===== src/rtl/rip_bp_update_scheduler.sv =====
// Branch predictor table write-port sequencer: init sweep after reset/clear, then FIFO-drained updates.
// Latency: a queued update is written the cycle after acceptance; a stall holds the queue, never the sweep.
module rip_bp_update_scheduler #(
  parameter int INDEX_WIDTH  = 10,
  parameter int WEIGHT_WIDTH = 2,
  parameter int QUEUE_DEPTH  = 4
) (
  input  logic                          clk,
  input  logic                          rst,
  input  logic                          clr_req,
  input  logic                          stall,
  input  logic                          upd_valid,
  output logic                          upd_ready,
  input  logic [INDEX_WIDTH-1:0]        upd_index,
  input  logic [WEIGHT_WIDTH-1:0]       upd_weight,
  input  logic                          upd_actual,
  output logic                          bp_update,
  output logic [INDEX_WIDTH-1:0]        bp_index,
  output logic [WEIGHT_WIDTH-1:0]       bp_weight,
  output logic                          bp_actual,
  output logic                          bp_sweep,
  output logic                          busy,
  output logic [$clog2(QUEUE_DEPTH):0]  q_count
);

  localparam int PW = $clog2(QUEUE_DEPTH);
  localparam int CW = PW + 1;
  localparam logic [CW-1:0]          DEPTH_C = CW'(QUEUE_DEPTH);
  localparam logic [INDEX_WIDTH-1:0] IDX_MAX = '1;

  typedef enum logic [1:0] {INIT, SWEEP, RUN} state_t;

  typedef struct packed {
    logic [INDEX_WIDTH-1:0]  index;
    logic [WEIGHT_WIDTH-1:0] weight;
    logic                    actual;
  } entry_t;

  state_t                 state;
  logic [INDEX_WIDTH-1:0] sweep_idx;
  entry_t                 mem [QUEUE_DEPTH];
  logic [PW-1:0]          wr_ptr;
  logic [PW-1:0]          rd_ptr;
  logic [CW-1:0]          count;
  logic                   push;
  logic                   pop;
  entry_t                 head;

  // No bypass: a full queue refuses a push even if it pops this cycle.
  assign upd_ready = (state == RUN) && (count != DEPTH_C);
  assign pop       = (state == RUN) && !stall && (count != '0);
  assign push      = upd_valid && upd_ready && !clr_req;
  assign head      = mem[rd_ptr];
  assign busy      = (state != RUN);
  assign q_count   = count;

  always_comb begin
    bp_update = 1'b0;
    bp_sweep  = 1'b0;
    bp_index  = '0;
    bp_weight = '0;
    bp_actual = 1'b0;
    case (state)
      SWEEP: begin
        bp_update = 1'b1;
        bp_sweep  = 1'b1;
        bp_index  = sweep_idx;
        bp_actual = 1'b1;
      end
      RUN: begin
        bp_update = pop;
        bp_index  = head.index;
        bp_weight = head.weight;
        bp_actual = head.actual;
      end
      default: ;
    endcase
  end

  always_ff @(posedge clk or posedge rst) begin
    if (rst) begin
      state     <= INIT;
      sweep_idx <= '0;
      wr_ptr    <= '0;
      rd_ptr    <= '0;
      count     <= '0;
      for (int i = 0; i < QUEUE_DEPTH; i++) mem[i] <= '0;
    end else begin
      case (state)
        INIT: begin
          state     <= SWEEP;
          sweep_idx <= '0;
        end
        SWEEP: begin
          if (clr_req) begin
            sweep_idx <= '0;
          end else if (sweep_idx == IDX_MAX) begin
            state     <= RUN;
            sweep_idx <= '0;
          end else begin
            sweep_idx <= sweep_idx + 1'b1;
          end
        end
        RUN: begin
          // Queued weights are stale after a clear, so the queue is dropped.
          if (clr_req) begin
            state     <= SWEEP;
            sweep_idx <= '0;
            wr_ptr    <= '0;
            rd_ptr    <= '0;
            count     <= '0;
          end else begin
            if (push) begin
              mem[wr_ptr] <= '{index: upd_index, weight: upd_weight, actual: upd_actual};
              wr_ptr      <= wr_ptr + 1'b1;
            end
            if (pop) rd_ptr <= rd_ptr + 1'b1;
            if (push && !pop)      count <= count + 1'b1;
            else if (pop && !push) count <= count - 1'b1;
          end
        end
        default: state <= INIT;
      endcase
    end
  end

endmodule


===== config.mk =====
export PLATFORM = sky130hd
export DESIGN_NAME = rip_bp_update_scheduler
export DESIGN_NICKNAME = d
export VERILOG_FILES = /design/src/rtl/rip_bp_update_scheduler.sv
export SDC_FILE = /design/constraint.sdc
export NUM_CORES = 1
export LEC_CHECK = 0
export CAP_MARGIN = 40
export CORE_ASPECT_RATIO = 2
export CORE_MARGIN = 4
export CORE_UTILIZATION = 30
export DETAILED_ROUTE_END_ITERATION = 12
export HOLD_SLACK_MARGIN = 0.08
export SLEW_MARGIN = 40
export SYNTH_ARGS = -nofsm -noshare
export SYNTH_HDL_FRONTEND = slang
export SYNTH_SLANG_ARGS = --single-unit

===== constraint.sdc =====
create_clock -name clk -period 5.3 [get_ports clk]
set_input_delay 1.59 -clock clk [delete_from_list [all_inputs] [get_ports clk]]
set_output_delay 1.59 -clock clk [all_outputs]
set_load 0.005 [all_outputs]

== Yosys cells after proc, flatten, opt, wreduce, memory -nomap -nowiden ==
Index checks and enable logic that the tools add are counted.
Cells by class
  add/sub/neg operators: 5
  order comparisons: 3
  equality and inequality tests: 8
  multiplexer cells: 26
  bitwise logic cells: 3
  reductions and logical operators: 24
Operators with widths (count)
  $bwmux W52: 1
  $mux W13: 3
  $mux W10: 3
  $pmux W10 S3: 1
  $bmux W13 S2: 1
  $demux W13 S2: 1
  $pmux W10 S2: 1
  $mux W2: 8
  $add A10 B1 Y10 const B: 1
  $eq A10 B10 Y1 const B: 1
  $mux W3: 3
  $reduce_bool A3 Y1: 3
  $logic_and A1 B1 Y1: 8
  $ne A2 B2 Y1 const B: 4
  $reduce_and A2 Y1: 4
  $ge A3 B3 Y1 const B: 2
  $not A2 Y3: 2
  $pmux W2 S3: 1
  $reduce_and A3 Y1: 2
  $add A2 B1 Y2 const B: 2
  $logic_not A1 Y1: 4
  $pmux W1 S2: 2
  $reduce_bool A2 Y1: 2
  $add A3 B1 Y3 const B: 1
  other kinds (8): 8
Storage, ports and cells
  bits in registers: 71
  bits of input ports: 18
  output and inout bits: 20

== Longest topological paths before layout ==
Gate-level depths: netlist of the first run.
  word-level depth: 9
  mapped depth: 8
  mapped depth without buffers: 8

== Worst setup path after synthesis of the first run ==
OpenSTA, ideal clock, no wires.
  path type: input to output
  from: input stall
  to: output bp_update
  arrival time: 2040 ps
  path slack: 1670 ps
  cell stages on the path: 2
  buffers on the path: 0
  cells stage by stage: nor3_2 > o21a_1
On the way
  cells in the longest elaborated chain, start to end: 4
Ends and longest elaborated chain
  from (decl): RTL line 11  | input logic stall,
  $logic_not A1 Y1: RTL line 51  | assign pop = (state == RUN) && !stall && (count != '0);
  $logic_and A1 B1 Y1 (2 in a row): RTL line 51
  $pmux W1 S2: RTL line 63  | case (state)
  to (decl): RTL line 17  | output logic bp_update,
No other way between the ends.

== Worst setup path in the final report of the first run ==
Same ends and word-level chain as after synthesis.

==> metrics.sh, run 1 <==
OUTCOME='completed'
CTS_ROOT_BUF='sky130_fd_sc_hd__clkbuf_16'
SEQ_CELLS_POST_SYNTH=71
CLOCK_INSERTION_DELAY_WORST_SKEW_NS=0.33
FINALHOLDVIOLCOUNT=0
INSERTEDDIODECOUNT=0
WORSTSETUPENDPOINTTYPE='output pin'
REG2REG_TO='q_count[2]'
SETUP_WS_NS=0.677
TOTALNEGATIVESETUPSLACK_NS=0
POST_CTS_HOLD_BUFFER_COUNT=0
SUMMED_INSTANCE_AREA_OF_THE_SYNTHESIZED_NETLIST_UM2=3850
IO_PINS=38
SYNTH_LARGEST_TYPE_AREA_FRACTION=0.461
TIMING.HOLD.WORST.START='mem[35]'
CTS_INSERTED_BUFFERS=9
NUM_VIAS=2316
FINALWEIGHTEDCONGESTION=0.848
LAYOUT.CELLS.NON_FILLER=469
SYNTH.YOSYS.WARNINGS=0
ACHIEVABLE-FREQUENCY_MHz=216
DIE_HEIGHT_UM=168
CLOCK_POWER_SHARE=0.475
GRT_PASS1_WL_MM=13.7
FIN_CRIT_NS=4.62
LAYOUT_COMMONEST_CELL='sky130_fd_sc_hd__dfrtp_1'
RELSLEWSLACK=0.514
DRV.MAX_CAP_VIOLATION_COUNT=0
CELL_INTERNAL_PWR_uW=904
TIMING.CLOCK.SKEW_NS=0.00502
CTS_HTREE_LEVELS=3
HOLD_PATH.CLASS='flip-flop to flip-flop'
NETLIST_INSTANCES=277
FF_LATCH_AREA_UM2=1780
FINAL_MAX_SLEW_VIOL_COUNT=0
SEQ_AREA_FRAC_SYNTH=0.461
HOLD-PATH-ENDPOINT='mem[35]'
POST_SYNTH_NUM_CELL_TYPES=42
INITIAL_UTIL=0.307
GLOBAL_ROUTE.OVERFLOW_TOTAL=0
SYNTHTOLAYOUTAREAGROWTH_PCT=18.7
PLACE.DETAILED.INSTANCES=455
DPL_WORST_SLACK_NS=0.652
SWSHARE=0.207
DIE_WIDTH_UM=88.2
DP_HPWL_MM=5.96
CRITICAL_PATH.REG2REG.STARTPOINT='state[0]'
CTS_TREE='built'
GRT_MAX_DEGREE=42
SYNTH_AREA_LEADER_CELL='sky130_fd_sc_hd__dfrtp_1'
CTS_BUFFER_DEPTH=2
WORST_SLEW_PIN_SLEW_NS=0.729
FRACTION_OF_FINAL_LAYOUT_CELLS_WITH_DRIVE_STRENGTH_GREATER_THAN_1=0.288
FINISH.NET_COUNT=345
WHS_PATH_DEPTH=1
DRT-INITIAL-DRC-COUNT=145
CP-START-KIND='input port'
WIRE_PER_INST_UM=17.4
R2R_SLACK_NS=2.66
POST_CTS_RESIZE_COUNT=0
DRC=0
PLACEMENT_ROWS=58
GLOBAL_ROUTE.USAGE.TOTAL=0.121
R2R.WORST_PATH.CELLS=9
CLKTRANSATPATHREGS_NS=0.05
WORST-SETUP-PATH-TYPE='input port to output pin'
ANTENNA_VIOLATIONS_BEFORE_REPAIR=0
PATH_MAX_FANOUT=5
MULTI_INPUT_COMB_AREA_UM2=1910
P_SW_uW=236
SYN_AVG_CELL_AREA_UM2=13.9
WORST-ENDPOINT-ARRIVAL_NS=3.03
FINAL_ROUTED_WIRELENGTH_MM=8.15
POSTCTSSETUPREPAIRBUFS=0
FINAL_CELL_MIX='sky130_fd_sc_hd__dfrtp_1, sky130_fd_sc_hd__mux2_4, sky130_fd_sc_hd__clkdlybuf4s50_1'
PWR-SHARE-COMB=0.044
VDD.IR_DROP.WORST_mV=0.160
DIE_AREA_UM2=14800
LEAKAGEPOWER_uW=0.00213
FILLERS=1203
SYNTH.TOP_CELLS.BY_AREA='sky130_fd_sc_hd__dfrtp_1, sky130_fd_sc_hd__mux2_4, sky130_fd_sc_hd__mux4_2'
FINISH.UTILIZATION=0.364
P_PER_AREA_nW_PER_UM2=249
SYN_NETS=306
DRTANTENNAVIOLNETS=0
FINAL_MIN_PERIOD_OVER_CLOCK_PERIOD=0.872
FIRST_PASS_ITERATION_COUNT_OF_THE_DETAILED_ROUTER=4
FINALSETUPVIOLCOUNT=0
DRT-VIAS-PER-INSTANCE=4.94
PORTBUFFERS=37
GRT_SETUP_UNREPAIRED='no'
CTS.SINKS=71
FIRST_GLOBAL_VIAS=2590
POWER.SEQUENTIAL.FRACTION=0.481
CRIT_REQUIRED_NS=3.71
FP.COREAREA_UM2=12600
POWER.TOTAL_uW=1140
kinds of logic after synthesis:
kind of cell	count (synthesis)	share of synthesized area
compound gates	36	0.0649
buf+inv	21	0.0428
mux	67	0.272
flops	71	0.461
simple gates	63	0.104
xor+xnor	8	0.0182
fa+ha+maj	11	0.0377
stage by stage:
step | hold WS (ns) | instance area, um2
final | 0.501 | 4570
after global routing | 0.513 | 4570
after CTS | 0.506 | 4570
after detailed placement | 0.491 | 4310
after global placement | 0.484 | 4310
after floorplan | 0.474 | 3850
how the worst max path moves through the flow:
stage / startpoint / endpoint / slack (ns) / cells after the start
final: stall / bp_update / 0.68 / 4
after global routing: stall / bp_update / 0.58 / 4
after CTS: stall / bp_update / 0.65 / 4
after detailed placement: stall / bp_update / 0.65 / 4
after global placement: stall / bp_update / 0.67 / 4
after floorplan: stall / bp_update / 1.67 / 2
power by group through the flow:
stage,clock (uW),combinational [uW],sequential (uW)
3_5_place_dp,0,51.6,558
2_1_floorplan,0,21.7,557
6_report,541,49.8,549
3_3_place_gp,0,49.8,558
5_1_grt,578,56.4,549
4_1_cts,555,51.5,549
registers in the layout, summed over array words and instances, names as in the netlist:
name	count
state	2
rd_ptr	2
sweep_idx	10
wr_ptr	2
q_count	3
mem	52
Yosys cell counts (all sizes together):
cell type / count
inv: 8
xor2: 3
xnor2: 5
mux2: 52
a22o: 2
dfrtp: 71
o21a: 2
o21ai: 7
or3b: 1
o311a: 1
nor4: 2
a21oi: 5
nor2b: 13
a31oi: 1
buf: 9
and4: 1
or3: 1
and3: 1
ha: 10
and2: 4
nor3: 5
a22oi: 10
nand2: 15
and3b: 1
o2bb2ai: 2
mux2i: 2
nand3: 3
nand2b: 1
fa: 1
o31ai: 3
a221o: 1
o21bai: 1
clkbuf: 4
a21o: 1
mux4: 13
nor2: 15
worst max-delay path, cell delays in order:
cell,delay [ns]
sky130_fd_sc_hd__clkdlybuf4s50_1,0.43
sky130_fd_sc_hd__nor3_2,0.35
sky130_fd_sc_hd__o21a_1,0.16
sky130_fd_sc_hd__clkdlybuf4s50_1,0.49
layout make-up:
| cell class | count | share of cell area |
|---|---|---|
| multi-input cells | 185 | 0.418 |
| clock buffers | 13 | 0.0569 |
| inverters | 8 | 0.00656 |
| clock inverters | 1 | 0.00109 |
| well taps | 150 | 0.0410 |
| flip-flops and latches | 71 | 0.389 |
| repair buffers | 41 | 0.0875 |
metal layers:
layer	routed length (um)	global-route usage	up-vias
met2	4460	0.209	47
li1	-	-	1078
met3	214	0.0201	21
met4	282	0.0671	0
met1	3190	0.137	1170
met5	0	0	-
Note: power is estimated with default switching activity, not from simulation.
==> run 2, diff against run 1 <==
- ABC_AREA: unset -> 1
- CTS_CLUSTER_DIAMETER: unset -> 80
- RECOVER_POWER: unset -> 100
==> metrics.sh, run 2 <==
OUTCOME='finished, violations left'
FAILED_CHECKS='capacitance limit, slew limit'
FINAL_CELL_MIX='sky130_fd_sc_hd__nand2_1, sky130_fd_sc_hd__o21ai_0, sky130_fd_sc_hd__dfrtp_1'
DRT-INITIAL-DRC-COUNT=195  # +34%
DP_HPWL_MM=6.37  # +6.8%
CTS_BUFFER_DEPTH=2  # unchanged
ANTENNA_VIOLATIONS_BEFORE_REPAIR=0  # unchanged
HOLD_SLACK_NS=0.481  # -0.0198 ns
DIE_HEIGHT_UM=165  # -2.1%
GRT_PASS1_WL_MM=15.0  # +8.9%
CTS_ROOT_BUF='sky130_fd_sc_hd__clkbuf_16'
GLOBAL_ROUTE.USAGE.TOTAL=0.132  # +0.0112
SYN_AVG_CELL_AREA_UM2=8.28  # -41%
SWSHARE=0.204  # -0.00244
SYNTH.YOSYS.WARNINGS=0  # unchanged
FIRST_GLOBAL_VIAS=3135  # +21%
TIMING.CLOCK.SKEW_NS=0.00740  # +0.00237 ns
VDD.IR_DROP.WORST_mV=0.170  # +6.2%
WIRE_PER_INST_UM=14.1  # -19%
GRT.MET1_USAGE=0.145  # +0.00815
NUM_VIAS=3024  # +31%
DIE_WIDTH_UM=86.4  # -2.0%
NETLIST_INSTANCES=445  # +61%
WORST-ENDPOINT-ARRIVAL_NS=2.94  # -0.09 ns
P_SW_uW=253  # +7.5%
ASYNC_FLOP_SHARE=1.00  # unchanged
WORSTSETUPENDPOINTTYPE='output pin'
SYNTHTOLAYOUTAREAGROWTH_PCT=18.8  # about the same
DRTANTENNAVIOLNETS=0  # unchanged
CLKTRANSATPATHREGS_NS=0.06  # about the same
P_PER_AREA_nW_PER_UM2=283  # +14%
FINALWEIGHTEDCONGESTION=0.818  # -3.5%
CTS_HTREE_LEVELS=3  # unchanged
SEQ_AREA_FRAC_SYNTH=0.482  # +0.0213
FIN_CRIT_NS=4.53  # -0.0910 ns
FINISH.NET_COUNT=507  # +47%
DRC=0  # unchanged
COUNT_OF_FLIP_FLOPS_WITH_A_BUILT_IN_ENABLE_AFTER_SYNTHESIS=0  # unchanged
POSTCTSSETUPREPAIRBUFS=0  # unchanged
POST_CTS_RESIZE_COUNT=0  # unchanged
GRT_SETUP_UNREPAIRED='no'
CELL_INTERNAL_PWR_uW=987  # +9.1%
ACHIEVABLE-FREQUENCY_MHz=221  # +2.0%
SYNTHMOSTINSTANTIATEDCELL='sky130_fd_sc_hd__nand2_1'
CLOCK_INSERTION_DELAY_WORST_SKEW_NS=0.33  # about the same
FINAL_MIN_PERIOD_OVER_CLOCK_PERIOD=0.855  # -0.0172
FINAL_CELL_AREA_UM2=4380  # -4.3%
PLACE_AREA_UM2=4120  # -4.3%
M2_GR_USAGE=0.244  # +0.0355
GRT_MAX_DEGREE=51  # +21%
PWR-SHARE-COMB=0.035  # -0.009
DRT-VIAS-PER-INSTANCE=4.80  # -2.8%
INITIAL_UTIL=0.304  # -0.00313
FP.COREAREA_UM2=12100  # -3.4%
POST_SYNTH_NUM_CELL_TYPES=32  # -24%
FINAL_ROUTED_WIRELENGTH_MM=8.88  # +8.9%
WORST_SLEW_PIN_SLEW_NS=2.27  # +1.54 ns
PORTBUFFERS=37  # unchanged
RELSLEWSLACK=-0.519  # -1.03
INSERTEDDIODECOUNT=0  # unchanged
LARGEST_REGISTER='mem'
FIRST_PASS_ITERATION_COUNT_OF_THE_DETAILED_ROUTER=4  # unchanged
CLOCK_POWER_SHARE=0.524  # +0.049
LEAKAGEPOWER_uW=0.00204  # -4.2%
LARGEST_REGISTER_FF_COUNT=52  # unchanged
LAYOUT_COMMONEST_CELL='sky130_fd_sc_hd__nand2_1'
SEQ_CELLS_POST_SYNTH=71  # unchanged
FINALHOLDVIOLCOUNT=0  # unchanged
POSTSYNTH.TOPFLOPCELL='sky130_fd_sc_hd__dfrtp_1'
SYNTH.CELLS.MOST_FREQUENT='sky130_fd_sc_hd__nand2_1, sky130_fd_sc_hd__dfrtp_1, sky130_fd_sc_hd__o21ai_1'
DIE_AREA_UM2=14200  # -4.1%
FRACTION_OF_FINAL_LAYOUT_CELLS_WITH_DRIVE_STRENGTH_GREATER_THAN_1=0.0559  # -0.233
SYNTH_LARGEST_TYPE_AREA_FRACTION=0.482  # +0.0213
CTS.SINKS=71  # unchanged
SYN_NETS=474  # +55%
PLACEMENT_ROWS=57  # -1.7%
CP-START-KIND='flip-flop'
POST_CTS_HOLD_BUFFER_COUNT=0  # unchanged
POWER.SEQUENTIAL.FRACTION=0.441  # -0.040
SYNTH_AREA_LEADER_CELL='sky130_fd_sc_hd__dfrtp_1'
IO_PINS=38  # unchanged
FINALSETUPVIOLCOUNT=0  # unchanged
SUMMED_INSTANCE_AREA_OF_THE_SYNTHESIZED_NETLIST_UM2=3680  # -4.4%
FINAL_MAX_SLEW_VIOL_COUNT=51  # +51
GRT-BUSIEST-LAYER='met2'
GLOBAL_ROUTE.OVERFLOW_TOTAL=0  # unchanged
HOLD_PATH.CLASS='flip-flop to flip-flop'
DRV.MAX_CAP_VIOLATION_COUNT=1  # +1
CRIT_REQUIRED_NS=3.71  # about the same
CTS_INSERTED_BUFFERS=9  # unchanged
CTS_TREE='built'
GRT_USE_MET3=0.0205  # +0.000391
TOTALNEGATIVESETUPSLACK_NS=0  # unchanged
SYNTH.TOP_CELLS.BY_AREA='sky130_fd_sc_hd__dfrtp_1, sky130_fd_sc_hd__nand2_1, sky130_fd_sc_hd__o21ai_1'
PATH_MAX_FANOUT=28  # +23
WORST-SETUP-PATH-TYPE='flip-flop to output pin'
-- run 2: kinds of logic (layout without fill, tap and decap cells) --
kind of cell | Yosys count | after routing | share of synthesized area
buffers and inverters | 62 | 100 | 0.0846
flip-flops | 71 | 71 | 0.482
XOR/XNOR | 3 | 3 | 0.00713
AND/OR/NAND/NOR | 173 | 173 | 0.210
AO/OA/AOI/OAI | 125 | 125 | 0.177
adder cells (fa/ha/maj) | 11 | 11 | 0.0394
-- run 2: path summary, 6_finish.rpt --
path                            from          end  slack [ns]  depth (start not counted)
min in group asynchronous        rst       mem[7]        2.31                          2
max                        rd_ptr[0]  bp_index[2]        0.77                          7
min                          mem[31]      mem[31]        0.48                          2
max reg2reg                 state[0]   q_count[2]        2.18                         13
max in group asynchronous        rst       mem[9]        1.68                          3
min reg2reg                  mem[31]      mem[31]        0.48                          2
-- run 2: layout make-up --
| type | instances | area [um2] |
|---|---|---|
| Timing Repair Buffer | 41 | 389 |
| Multi-Input combinational cell | 312 | 1540 |
| Fill cell | 1254 | 7750 |
| Inverter | 43 | 164 |
| Clock buffer | 11 | 243 |
| Clock inverter | 5 | 81.3 |
| Sequential cell | 71 | 1780 |
| Tap cell | 147 | 184 |
-- run 2: layer usage --
layer,share of wire,vias up
met5,0,-
met4,0.021,0
met3,0.031,13
met2,0.53,61
met1,0.41,1442
li1,-,1508
-- run 2: power groups by stage --
stage	clock network, uW	registers, uW	logic, uW
floorplan	0	555	21.8
global placement	0	556	47.1
detailed placement	0	556	47.9
CTS	664	547	47.9
global route	678	547	50.2
finish	651	547	43.1
-- run 2: worst max-delay path, cell delays in order (launching register included) --
cell,delay (ns)
sky130_fd_sc_hd__dfrtp_1,0.49
sky130_fd_sc_hd__buf_4,0.25
sky130_fd_sc_hd__inv_1,0.63
sky130_fd_sc_hd__o21ai_0,0.16
sky130_fd_sc_hd__o22ai_1,0.18
sky130_fd_sc_hd__nand2_1,0.08
sky130_fd_sc_hd__a21oi_1,0.20
sky130_fd_sc_hd__dlygate4sd3_1,0.60
-- run 2: per-stage QoR --
stage               utilization  setup slack [ns]  power, uW  cells
finish                    0.361             0.768       1240    630
detailed placement        0.340             0.794        604    614
global placement          0.340             0.789        603    614
global route              0.361             0.519       1280    630
floorplan                     -              1.80        577    445
CTS                       0.367             0.791       1260    630
